<file path="src/rtl/priority_sequencer_if.sv">
// Request/presentation bus between the channel front-end and the priority sequencer.
// The master drives the requests and commands, and the slave (the sequencer) presents the selected channel.
interface priority_sequencer_if #(
    parameter int N_CH = 16
);
    localparam int IDX_W = $clog2(N_CH);
    localparam int CNT_W = $clog2(N_CH + 1);

    logic [N_CH-1:0]  ch_sel_i;
    logic             arm_i;
    logic             dump_i;
    logic             abort_i;
    logic [1:0]       mode_i;
    logic [N_CH-1:0]  ch_sel_o;
    logic [IDX_W-1:0] ch_idx_o;
    logic             valid_o;
    logic             zero_o;
    logic             busy_o;
    logic [CNT_W-1:0] pending_cnt_o;
    logic             cycle_done_o;

    modport master (
        output ch_sel_i, arm_i, dump_i, abort_i, mode_i,
        input  ch_sel_o, ch_idx_o, valid_o, zero_o, busy_o, pending_cnt_o, cycle_done_o
    );

    modport slave (
        input  ch_sel_i, arm_i, dump_i, abort_i, mode_i,
        output ch_sel_o, ch_idx_o, valid_o, zero_o, busy_o, pending_cnt_o, cycle_done_o
    );
endinterface

</file>
<file path="src/rtl/priority_sequencer.sv">
// Captures a set of channel requests and presents them one at a time in low-first, high-first or
// round-robin order, retiring one channel per dump and pulsing cycle_done when the set empties.
module priority_sequencer #(
    parameter int N_CH  = 16,
    parameter int IDX_W = $clog2(N_CH),
    parameter int CNT_W = $clog2(N_CH + 1)
) (
    input  logic                clk_i,
    input  logic                resetn_i,
    priority_sequencer_if.slave bus
);
    localparam logic [0:0] S_IDLE   = 1'b0;
    localparam logic [0:0] S_ACTIVE = 1'b1;
    localparam logic [1:0] M_HIGH   = 2'b01;
    localparam logic [1:0] M_RR     = 2'b10;

    logic [0:0]       r_state;
    logic [N_CH-1:0]  r_pending;
    logic [1:0]       r_mode;
    logic [IDX_W-1:0] r_rr_ptr;
    logic             r_cycle_done;

    logic [IDX_W-1:0] w_lo_idx;
    logic [IDX_W-1:0] w_hi_idx;
    logic [IDX_W-1:0] w_rr_idx;
    logic             w_rr_hit;
    logic [IDX_W-1:0] w_idx;
    logic             w_valid;
    logic [N_CH-1:0]  w_sel;
    logic [N_CH-1:0]  w_pend_nxt;
    logic [IDX_W-1:0] w_rr_nxt;
    logic [CNT_W-1:0] w_cnt;

    // Descending scans let the last hit win, giving the lowest qualifying index.
    always_comb begin
        w_lo_idx = '0;
        w_hi_idx = '0;
        w_rr_idx = '0;
        w_rr_hit = 1'b0;
        for (int i = N_CH - 1; i >= 0; i--) begin
            if (r_pending[i]) w_lo_idx = IDX_W'(i);
        end
        for (int i = 0; i < N_CH; i++) begin
            if (r_pending[i]) w_hi_idx = IDX_W'(i);
        end
        for (int i = N_CH - 1; i >= 0; i--) begin
            if (r_pending[i] && (IDX_W'(i) >= r_rr_ptr)) begin
                w_rr_idx = IDX_W'(i);
                w_rr_hit = 1'b1;
            end
        end
        if (!w_rr_hit) w_rr_idx = w_lo_idx;

        w_idx = w_lo_idx;
        case (r_mode)
            M_HIGH:  w_idx = w_hi_idx;
            M_RR:    w_idx = w_rr_idx;
            default: w_idx = w_lo_idx;
        endcase
    end

    assign w_valid = |r_pending;
    assign w_sel   = w_valid ? ({{(N_CH-1){1'b0}}, 1'b1} << w_idx) : '0;

    // Clear-then-merge, so a channel re-requested in the same cycle it is served stays pending.
    assign w_pend_nxt = (r_pending & ~(bus.dump_i ? w_sel : '0))
                      | (bus.arm_i ? bus.ch_sel_i : '0);
    assign w_rr_nxt   = (w_idx == IDX_W'(N_CH - 1)) ? '0 : (w_idx + IDX_W'(1));

    always_comb begin
        w_cnt = '0;
        for (int i = 0; i < N_CH; i++) begin
            w_cnt = w_cnt + CNT_W'(r_pending[i]);
        end
    end

    always_ff @(posedge clk_i or negedge resetn_i) begin
        if (!resetn_i) begin
            r_state      <= S_IDLE;
            r_pending    <= '0;
            r_mode       <= 2'b00;
            r_rr_ptr     <= '0;
            r_cycle_done <= 1'b0;
        end else begin
            r_cycle_done <= 1'b0;
            case (r_state)
                S_IDLE: begin
                    if (bus.arm_i && (|bus.ch_sel_i)) begin
                        r_pending <= bus.ch_sel_i;
                        r_mode    <= bus.mode_i;
                        r_state   <= S_ACTIVE;
                    end
                end
                default: begin
                    if (bus.abort_i) begin
                        r_pending <= '0;
                        r_state   <= S_IDLE;
                    end else begin
                        r_pending <= w_pend_nxt;
                        if (bus.dump_i && (r_mode == M_RR)) r_rr_ptr <= w_rr_nxt;
                        if (w_pend_nxt == '0) begin
                            r_state      <= S_IDLE;
                            r_cycle_done <= 1'b1;
                        end
                    end
                end
            endcase
        end
    end

    assign bus.ch_sel_o      = w_sel;
    assign bus.ch_idx_o      = w_valid ? w_idx : '0;
    assign bus.valid_o       = w_valid;
    assign bus.zero_o        = !w_valid;
    assign bus.busy_o        = (r_state == S_ACTIVE);
    assign bus.pending_cnt_o = w_cnt;
    assign bus.cycle_done_o  = r_cycle_done;
endmodule

</file>
<file path="src/flat_wrapper.sv">
// flat-port wrapper written by rule: the top's interface ports become plain ports
module priority_sequencer_flat 
#(
    parameter int N_CH  = 16,
    parameter int IDX_W = $clog2(N_CH),
    parameter int CNT_W = $clog2(N_CH + 1)
)
  (clk_i, resetn_i, bus_ch_sel_i, bus_arm_i, bus_dump_i, bus_abort_i, bus_mode_i, bus_ch_sel_o, bus_ch_idx_o, bus_valid_o, bus_zero_o, bus_busy_o, bus_pending_cnt_o, bus_cycle_done_o);
  priority_sequencer_if #(.N_CH(N_CH)) bus_i ();
  input  logic clk_i;
  input  logic resetn_i;
  input wire logic [$bits(bus_i.ch_sel_i)-1:0] bus_ch_sel_i;
  input wire logic [$bits(bus_i.arm_i)-1:0] bus_arm_i;
  input wire logic [$bits(bus_i.dump_i)-1:0] bus_dump_i;
  input wire logic [$bits(bus_i.abort_i)-1:0] bus_abort_i;
  input wire logic [$bits(bus_i.mode_i)-1:0] bus_mode_i;
  output wire logic [$bits(bus_i.ch_sel_o)-1:0] bus_ch_sel_o;
  output wire logic [$bits(bus_i.ch_idx_o)-1:0] bus_ch_idx_o;
  output wire logic [$bits(bus_i.valid_o)-1:0] bus_valid_o;
  output wire logic [$bits(bus_i.zero_o)-1:0] bus_zero_o;
  output wire logic [$bits(bus_i.busy_o)-1:0] bus_busy_o;
  output wire logic [$bits(bus_i.pending_cnt_o)-1:0] bus_pending_cnt_o;
  output wire logic [$bits(bus_i.cycle_done_o)-1:0] bus_cycle_done_o;
  assign bus_i.ch_sel_i = bus_ch_sel_i;
  assign bus_i.arm_i = bus_arm_i;
  assign bus_i.dump_i = bus_dump_i;
  assign bus_i.abort_i = bus_abort_i;
  assign bus_i.mode_i = bus_mode_i;
  assign bus_ch_sel_o = bus_i.ch_sel_o;
  assign bus_ch_idx_o = bus_i.ch_idx_o;
  assign bus_valid_o = bus_i.valid_o;
  assign bus_zero_o = bus_i.zero_o;
  assign bus_busy_o = bus_i.busy_o;
  assign bus_pending_cnt_o = bus_i.pending_cnt_o;
  assign bus_cycle_done_o = bus_i.cycle_done_o;
  priority_sequencer #(.N_CH(N_CH), .IDX_W(IDX_W), .CNT_W(CNT_W)) u_core (.clk_i(clk_i), .resetn_i(resetn_i), .bus(bus_i));
endmodule
</file>
<file path="config.mk">
export PLATFORM = sky130hd
export DESIGN_NAME = priority_sequencer_flat
export DESIGN_NICKNAME = d
export VERILOG_FILES = /design/src/rtl/priority_sequencer_if.sv /design/src/rtl/priority_sequencer.sv /design/src/flat_wrapper.sv
export SDC_FILE = /design/constraint.sdc
export NUM_CORES = 1
export LEC_CHECK = 0
export ABC_AREA = 1
export CAP_MARGIN = 20
export CORE_ASPECT_RATIO = 1.2
export CORE_MARGIN = 1
export CORE_UTILIZATION = 42
export DETAILED_ROUTE_END_ITERATION = 7
export MAX_ROUTING_LAYER = met4
export PLACE_DENSITY = 0.72
export SYNTH_ARGS = -nofsm -noshare
export SYNTH_HDL_FRONTEND = slang
export SYNTH_SLANG_ARGS = --single-unit
</file>
<file path="constraint.sdc">
create_clock -name clk_i -period 13.8 [get_ports clk_i]
set_clock_uncertainty 0.1 [all_clocks]
set_input_delay 2.76 -clock clk_i [delete_from_list [all_inputs] [get_ports clk_i]]
set_output_delay 2.76 -clock clk_i [all_outputs]
set_load 0.01 [all_outputs]
</file>
======== After elaboration in Yosys (flattened, before gate mapping) ========
Cells that the tools add are included.
word-level totals
  register bits after elaboration ......... 24
  output and inout port bits .............. 29
  word-level logic and storage cells ...... 151
operators by class
  equality and inequality tests ........... 3
  muxes and demuxes ....................... 80
  magnitude comparators ................... 16
  shifts and indexed selects .............. 1
  reduce and logical (&&, ||, !) cells .... 25
  add/subtract/negate cells ............... 16
  bitwise operators ....................... 5
operators by type and width
  kind                                                              number
  two-way mux 4 bit                                                 43
  two-way mux 16 bit                                                6
  adder 5 x 1 -> 5 bit                                              14
  greater-or-equal comparator 4 bit, first input constant           8
  OR reduction 16 bit                                               2
  two-way mux 1 bit                                                 24
  logical AND 1 bit                                                 18
  bitwise AND 16 bit                                                1
  greater-or-equal comparator 3 x 4 -> 1 bit, first input constant  4
  logical NOT 16 bit                                                1
  NOT 16 bit                                                        1
  bitwise OR 16 bit                                                 1
  left shift 1 x 4 -> 16 bit, first input constant                  1
  two-way mux 3 bit                                                 4
  greater-or-equal comparator 1 x 4 -> 1 bit, first input constant  2
  greater-or-equal comparator 2 x 4 -> 1 bit, first input constant  2
  case mux 4 bit (2 select lines)                                   1
  adder 4 x 1 -> 4 bit, second input constant                       1
  == test 4 bit, second input constant                              1
  two-way mux 2 bit                                                 2
  AND reduction 3 bit                                               1
  adder 1 x 1 -> 2 bit                                              1
  == test 2 x 1 -> 1 bit, second input constant                     1
  == test 2 bit, second input constant                              1
  other kinds (4)                                                   5

======== Logic depth before layout (Yosys ltp) ========
Gate-level depths: netlist of the first run.
  depth after elaboration ................. 30
  depth in mapped cells ................... 32
  depth with buffers taken out ............ 32

======== Worst setup path before layout of the first run ========
Ideal clock, no wire load.
  kind .................................... reg-to-output
  start point ............................. register u_core.r_pending[1]
  end point ............................... output bus_pending_cnt_o[2]
  slack ................................... 7.098 ns
  data arrival time ....................... 3.842 ns
  stages on the path, launching flop included .. 14
  required time ........................... 10.940 ns
  path through ............................ dfrtp_1 inv_1 ha_1 inv_1 fa_1 inv_1 fa_1 fa_1 inv_1 fa_1 inv_1 fa_1 fa_1 xor2_1
between the ends
  word-level cells in the longest chain between the ends .. 15
ends and longest elaborated chain
  what                                 RTL line                  RTL
  from (decl)                          priority_sequencer.sv:18  logic [N_CH-1:0] r_pending;
  from (signal assigned)               priority_sequencer.sv:89  r_pending <= bus.ch_sel_i;
  from (signal assigned)               priority_sequencer.sv:99  r_pending <= w_pend_nxt;
  adder 1 x 1 -> 2 bit                 priority_sequencer.sv:73  w_cnt = w_cnt + CNT_W'(r_pending[i]);
  adder 5 x 1 -> 5 bit (14 in series)  priority_sequencer.sv:73
  to (decl)                            flat_wrapper.sv:22        output wire logic [$bits(bus_i.pending_cnt_o)-1:0] bus_pending_cnt_o;
Every way passes these cells.

======== Worst setup path in the final report of the first run ========
  start point ............................. register u_core.r_pending[0]
  end point ............................... output bus_pending_cnt_o[4]
Same word-level chain as after synthesis.

==> results.toml, run 1 <==
[status]
outcome = "finished, final reports clean"

[hold_path]
whs_endpoint = "u_core.r_mode[1]$_DFFE_PN0P_"
hold_path.startpoint = "u_core.r_mode[1]$_DFFE_PN0P_"
min_path_type = "flop to flop"
whs_path_depth = 2

[floorplanning]
start_util_pct = 43.4
die_area_um2 = 7370
dieHeight_um = 93.9
num_io_pins = 52
die_x_um = 78.6
num_rows = 33
core_um2 = 6810

[synthesis]
postSynthAreaPerCell_um2 = 6.09
yosys.area.top_type = "nand2_1"
synth_top_area_share_pct = 21.1
yosysSeqAreaShare_pct = 20.3
synth_seq_cells = 24
synthCells = 485
synth_edf_count = 0
ys.flop_type = "dfrtp_1"
synthArstFlopShare_pct = 100
synth_warnings = 0
synth.net_count = 533
synth_cell_type_count = 32
netlist_area_um2 = 2950
yosys-top-cells-area = "nand2_1 21%, dfrtp_1 20%, inv_1 8.8%, nor2_1 7.1%, fa_1 6.8%"

[sta]
fin_crit_sh_pct = 55.2
relSlewSlack_pct = 43.3
drv_slew = 0
min_period_ns = 7.61
max_freq_mhz = 131
rsz0062_at_grt = "no"
tightestPinTransition_ns = 0.844
finalHoldWorstSlack_ns = 0.478
fin_tns_setup_ns = 0
hold_violations = 0
setup_viol_count_final = 0

[routing]
vias = 3267
routedWlPerCell_um = 14.6
finalWirelength_mm = 8.99
drc = 0
drtPass1Iterations = 5
viasPerCell = 5.30
dr.first_iter.drc_count = 160
final_antenna_net_count = 0

[clock_tree]
post_cts_buffers = 0
cts_tree = "yes"
clkTransAtPathRegs_ns = 0.08
cts_hold_buffers = 0
cts_buffers = 3
post_cts_resized = 0
cts_max_path_buffers = 2
htree_levels = 1
root_buffer = "clkbuf_8"
cts_sinks = 24
clock_latency_ns = 0.26

[global_route]
antenna_found_initial = 0
grt_max_degree = 25
grt_pass1_wl_mm = 14.5
grt_pass1_vias = 3088
grt_overflow = 0
grtUsageTotal_pct = 26.1

[power]
p_leak_uw = 0.00176
power_density_nw_per_um2 = 238
switching_share_pct = 51.0
p_sw_uw = 431
combinationalPowerShare_pct = 80.3
intPower_uw = 414
p_clk_share_pct = 4.9
seqPwrFrac_pct = 14.8
worst_ir_drop_vdd_uv = 165

[place]
place_area_um2 = 3510
io_buffers = 51
dp_hpwl_mm = 7.15
numPlacedInstances = 613
routabilityCongestion = 0.900

[setup_path]
rrSetupSlack_ns = 10.00
regToRegStartpoint = "u_core.r_rr_ptr[1]$_DFFE_PN0P_"
crit_path_start_kind = "flop"
cp.arrival_ns = 4.75
crit_fanout = 5
cp.required_ns = 10.94
r2r_cells = 23
r2r_end = "u_core.bus.busy_o$_DFF_PN0_"
end_kind = "primary output"
critical_path_class = "flop to primary output"

[layout]
layout.cells.non_filler = 616
mostFrequentLayoutCell = "nand2_1"
final_cell_mix = "166 x nand2_1, 69 x inv_1, 56 x nor2_1"
layout-area-overhead-vs-synth_pct = 20.1
num_antenna_cells = 0
final_util_pct = 52.1
nNetsFinal = 579
final_cell_area_um2 = 3550
nFillCells = 716
drive_gt1_share_pct = 5.86

[run]
drv_cap = 0
[per-stage QoR]
step / setup WS (ns) / total power [uW]
CTS: 6.18 / 848
global route: 5.95 / 932
floorplan: 7.10 / 560
detailed placement: 6.49 / 804
global placement: 6.55 / 787
finish: 6.19 / 845
[routing by layer]
metal | track usage [%] | up-vias | routed length [um]
met1 | 29.7 | 1510 | 3690
li1 | - | 1611 | -
met3 | 1.26 | 30 | 419
met2 | 47.3 | 116 | 4560
met4 | 11.1 | 0 | 320
met5 | - | - | 0
[synthesized netlist by cell type (all sizes together), types with 2 or more instances]
cell / n
inv: 69
buf: 4
nand2: 174
nand3: 28
dfrtp: 24
nor4: 4
a21oi: 28
nor3: 4
ha: 15
clkbuf: 5
fa: 10
a21boi: 3
o21ai: 34
nand4: 6
xor2: 2
nor2: 70
[cells by family after synthesis]
group           after synthesis  synth area share (%)
simple gates                288                  42.9
xor+xnor                      2                 0.593
buf+inv                      80                  11.3
compound gates               66                  11.7
fa+ha+maj                    25                  13.1
flops                        24                  20.3
[power groups by stage]
stage	Clock (uW)	Sequential [uW]	Combinational [uW]
2_1_floorplan	0	109	450
3_3_place_gp	0	125	662
3_5_place_dp	0	125	678
4_1_cts	42.4	124	682
5_1_grt	44.8	128	759
6_report	41.4	125	678
[area by class of cell]
type                            instances  area (um^2)  share of cell area (%)
Inverter                               69          259                    7.30
Tap cell                               87          109                    3.07
Multi-Input combinational cell        381         2020                    56.9
Sequential cell                        24          601                    16.9
Timing Repair Buffer                   52          518                    14.6
Clock buffer                            3         41.3                    1.16
[registers in the layout, indices dropped and copies added (netlist names)]
signal	count
u_core.r_pending	16
u_core.r_mode	2
u_core.r_rr_ptr	4
u_core.bus.busy_o	1
u_core.bus.cycle_done_o	1
[worst max-delay path by stage]
stage,from,endpoint,slack [ns],cells past startpoint
finish,u_core.r_pending[0]$_DFFE_PN0P_,bus_pending_cnt_o[4],6.19,15
global route,u_core.r_pending[1]$_DFFE_PN0P_,bus_pending_cnt_o[4],5.95,15
CTS,u_core.r_pending[0]$_DFFE_PN0P_,bus_pending_cnt_o[4],6.18,15
detailed placement,u_core.r_pending[0]$_DFFE_PN0P_,bus_pending_cnt_o[4],6.49,15
global placement,u_core.r_pending[1]$_DFFE_PN0P_,bus_pending_cnt_o[2],6.55,14
floorplan,u_core.r_pending[1]$_DFFE_PN0P_,bus_pending_cnt_o[2],7.10,13
[worst max-delay path: stages, from the launching register on]
cell and delay, ns:
dfrtp_1 0.44, inv_1 0.11, ha_1 0.29, inv_1 0.04
fa_1 0.50, inv_1 0.06, fa_1 0.47, fa_1 0.51
inv_1 0.05, fa_1 0.47, inv_1 0.05, fa_1 0.40
fa_1 0.41, nand2_1 0.08, a21boi_0 0.10, clkdlybuf4s50_1 0.52
(Power assumes the default switching activity.)
==> inputs of run 2 (changes only) <==
==> constraint.sdc (replaced) <==
create_clock -name clk_i -period 7.11 [get_ports clk_i]
set_clock_uncertainty 0.1 [all_clocks]
set_input_delay 1.422 -clock clk_i [delete_from_list [all_inputs] [get_ports clk_i]]
set_output_delay 1.422 -clock clk_i [all_outputs]
set_load 0.01 [all_outputs]
==> results of run 2 <==
Same layout as run 1 (identical final DEF). Status: finished, final reports clean.
Among the figures that moved: setup slack after placement 6.49 ns -> 1.14 ns; setup slack after layout 6.19 ns -> 0.833 ns; register-to-register setup slack 10.00 ns -> 3.31 ns; total power 845 uW -> 1640 uW; worst IR drop on VDD 165 uV -> 319 uV
==> inputs of run 3 (changes only) <==
--- a/config.mk
+++ b/config.mk
@@ -12,7 +12,7 @@
 export CORE_UTILIZATION = 42
 export DETAILED_ROUTE_END_ITERATION = 7
 export MAX_ROUTING_LAYER = met4
-export PLACE_DENSITY = 0.72
+export PLACE_DENSITY = 0.66
 export SYNTH_ARGS = -nofsm -noshare
 export SYNTH_HDL_FRONTEND = slang
 export SYNTH_SLANG_ARGS = --single-unit
==> run 3 against run 2 <==
  * Global-route usage is 0.24 points higher
  * Power is 1.1% higher
  * Fmax is 0.81% lower
  * Cell area is 0.39% higher
  * Clock-buffer cell count is 1 higher
  * Via count is 1.4% lower
  * First-iteration DRC count is 7.5% lower
  * Register-to-register slack better by 0.02 ns
  * Non-clock buffer count stayed put
  * Die area stayed put
  * Wire length is 1.6% lower
  * Sequential power hardly changed
  * Critical endpoint is now bus_pending_cnt_o[2]
  * Largest cell class unchanged
==> results.toml, run 3 (synthesized netlist as in run 1, its figures left out) <==
[routing]
viasPerCell = 5.22
vias = 3221
highest_layer = "met4"
final_antenna_net_count = 0
drtPass1Iterations = 7
dr.first_iter.drc_count = 148
wl_met1_mm = 3.73
met3_length_um = 460
finalWirelength_mm = 8.85
wl_met2_mm = 4.28
drc = 0
routedWlPerCell_um = 14.3

[status]
outcome = "finished, final reports clean"

[clock_tree]
cts_hold_buffers = 0
clock_latency_ns = 0.27
cts_tree = "yes"
cts_sinks = 24
clkTransAtPathRegs_ns = 0.09
post_cts_resized = 0
post_cts_buffers = 0
cts_max_path_buffers = 2
cts_buffers = 3
root_buffer = "clkbuf_8"
htree_levels = 1

[setup_path]
crit_fanout = 6
rrSetupSlack_ns = 3.33
cp.required_ns = 5.59
cp_cell_sequence = "inv_1 > ha_1 > inv_1 > fa_1 > inv_1 > fa_1 > fa_1 > inv_1 > fa_1 > inv_1 > fa_1 > fa_1 > xor2_1 > clkdlybuf4s50_1"
critPathMostFrequentCell = "fa_1"
critical_path_class = "flop to primary output"
cp.arrival_ns = 4.81
slowest_stage = "clkdlybuf4s50_1"
slowest_delay_ns = 0.58
r2r_cells = 23
r2r_end = "u_core.bus.busy_o$_DFF_PN0_"
regToRegStartpoint = "u_core.r_rr_ptr[1]$_DFFE_PN0P_"
end_kind = "primary output"
crit_path_start_kind = "flop"

[sta]
setup_viol_count_final = 0
hold_violations = 0
rsz0062_at_grt = "no"
tightestPinTransition_ns = 0.766
fin_tns_setup_ns = 0
max_freq_mhz = 158
relSlewSlack_pct = 48.9
drv_slew = 0
fin_crit_sh_pct = 89.0
min_period_ns = 6.33

[layout]
final_cell_mix = "166 x nand2_1, 69 x inv_1, 56 x nor2_1"
final_cell_area_um2 = 3560
layout-area-overhead-vs-synth_pct = 20.5
mostFrequentLayoutCell = "nand2_1"
reg_top3 = "u_core.r_pending x16, u_core.r_rr_ptr x4, u_core.r_mode x2"
drive_gt1_share_pct = 6.04
nFillCells = 710
nNetsFinal = 579
num_antenna_cells = 0
largest_reg_flops = 16
largest-register = "u_core.r_pending"

[power]
p_leak_uw = 0.00176
worst_ir_drop_vdd_uv = 286
total_power_uw = 1660
power_density_nw_per_um2 = 465

[floorplanning]
start_util_pct = 43.4
num_io_pins = 52
die_area_um2 = 7370
core_um2 = 6810
die_x_um = 78.6
num_rows = 33
dieHeight_um = 93.9

[hold_path]
min_path_type = "flop to flop"
hold_path.startpoint = "u_core.bus.busy_o$_DFF_PN0_"
whs_path_depth = 3
whs_endpoint = "u_core.bus.busy_o$_DFF_PN0_"

[place]
routabilityCongestion = 0.924
io_buffers = 51
dp_hpwl_mm = 7.12
place_area_um2 = 3510

[run]
drv_cap = 0

[global_route]
grt_pass1_wl_mm = 14.6
grt_pass1_vias = 3109
grt_max_degree = 25
grt_overflow = 0
grtUsageTotal_pct = 26.3
antenna_found_initial = 0
run 3: final cells by class:
cell class                 instances  area, um^2  share of cell area (%)
clock buffer                       4        55.1                    1.55
inverter                          69         259                    7.27
multi-input combinational        381        2020                    56.7
sequential                        24         601                    16.9
tap                               87         109                    3.06
timing repair buffer              52         518                    14.5
run 3: critical path: cells and delay by family, from the launching register on:
kind | cells | cell delay, ns
adder cells (fa/ha/maj) | 7 | 3.02
flip-flops | 1 | 0.45
XOR/XNOR | 1 | 0.18
buffers and inverters | 6 | 0.88
run 3: worst max-delay path by stage:
stage	end	depth (start not counted)	start	slack (ns)
2_1_floorplan	bus_pending_cnt_o[2]	13	u_core.r_pending[1]$_DFFE_PN0P_	1.75
3_3_place_gp	bus_pending_cnt_o[2]	14	u_core.r_pending[1]$_DFFE_PN0P_	1.19
3_5_place_dp	bus_pending_cnt_o[2]	14	u_core.r_pending[1]$_DFFE_PN0P_	1.06
4_1_cts	bus_pending_cnt_o[2]	14	u_core.r_pending[1]$_DFFE_PN0P_	0.74
5_1_grt	bus_pending_cnt_o[2]	14	u_core.r_pending[1]$_DFFE_PN0P_	0.57
6_report	bus_pending_cnt_o[2]	14	u_core.r_pending[1]$_DFFE_PN0P_	0.78
run 3: report_power, final:
part	switching [uW]	internal, uW	total, uW
Sequential	71.7	170	241
Clock	48.0	49.6	97.6
Combinational	724	594	1320
run 3: metrics by stage:
stage               worst slack, ns  std cells  hold WS (ns)  util, %
global route                  0.566        617         0.531     52.3
CTS                           0.737        617         0.501     52.3
global placement               1.19        613         0.460     51.5
finish                        0.782        617         0.499     52.3
floorplan                      1.75        485         0.437        -
detailed placement             1.06        613         0.488     51.5
run 3: routing by layer:
layer  GRT usage, %  vias to the layer above
met2           44.1                      130
met3           1.65                       34
li1               -                     1607
met1           31.6                     1450
met5              -                        -
met4           14.2                        0
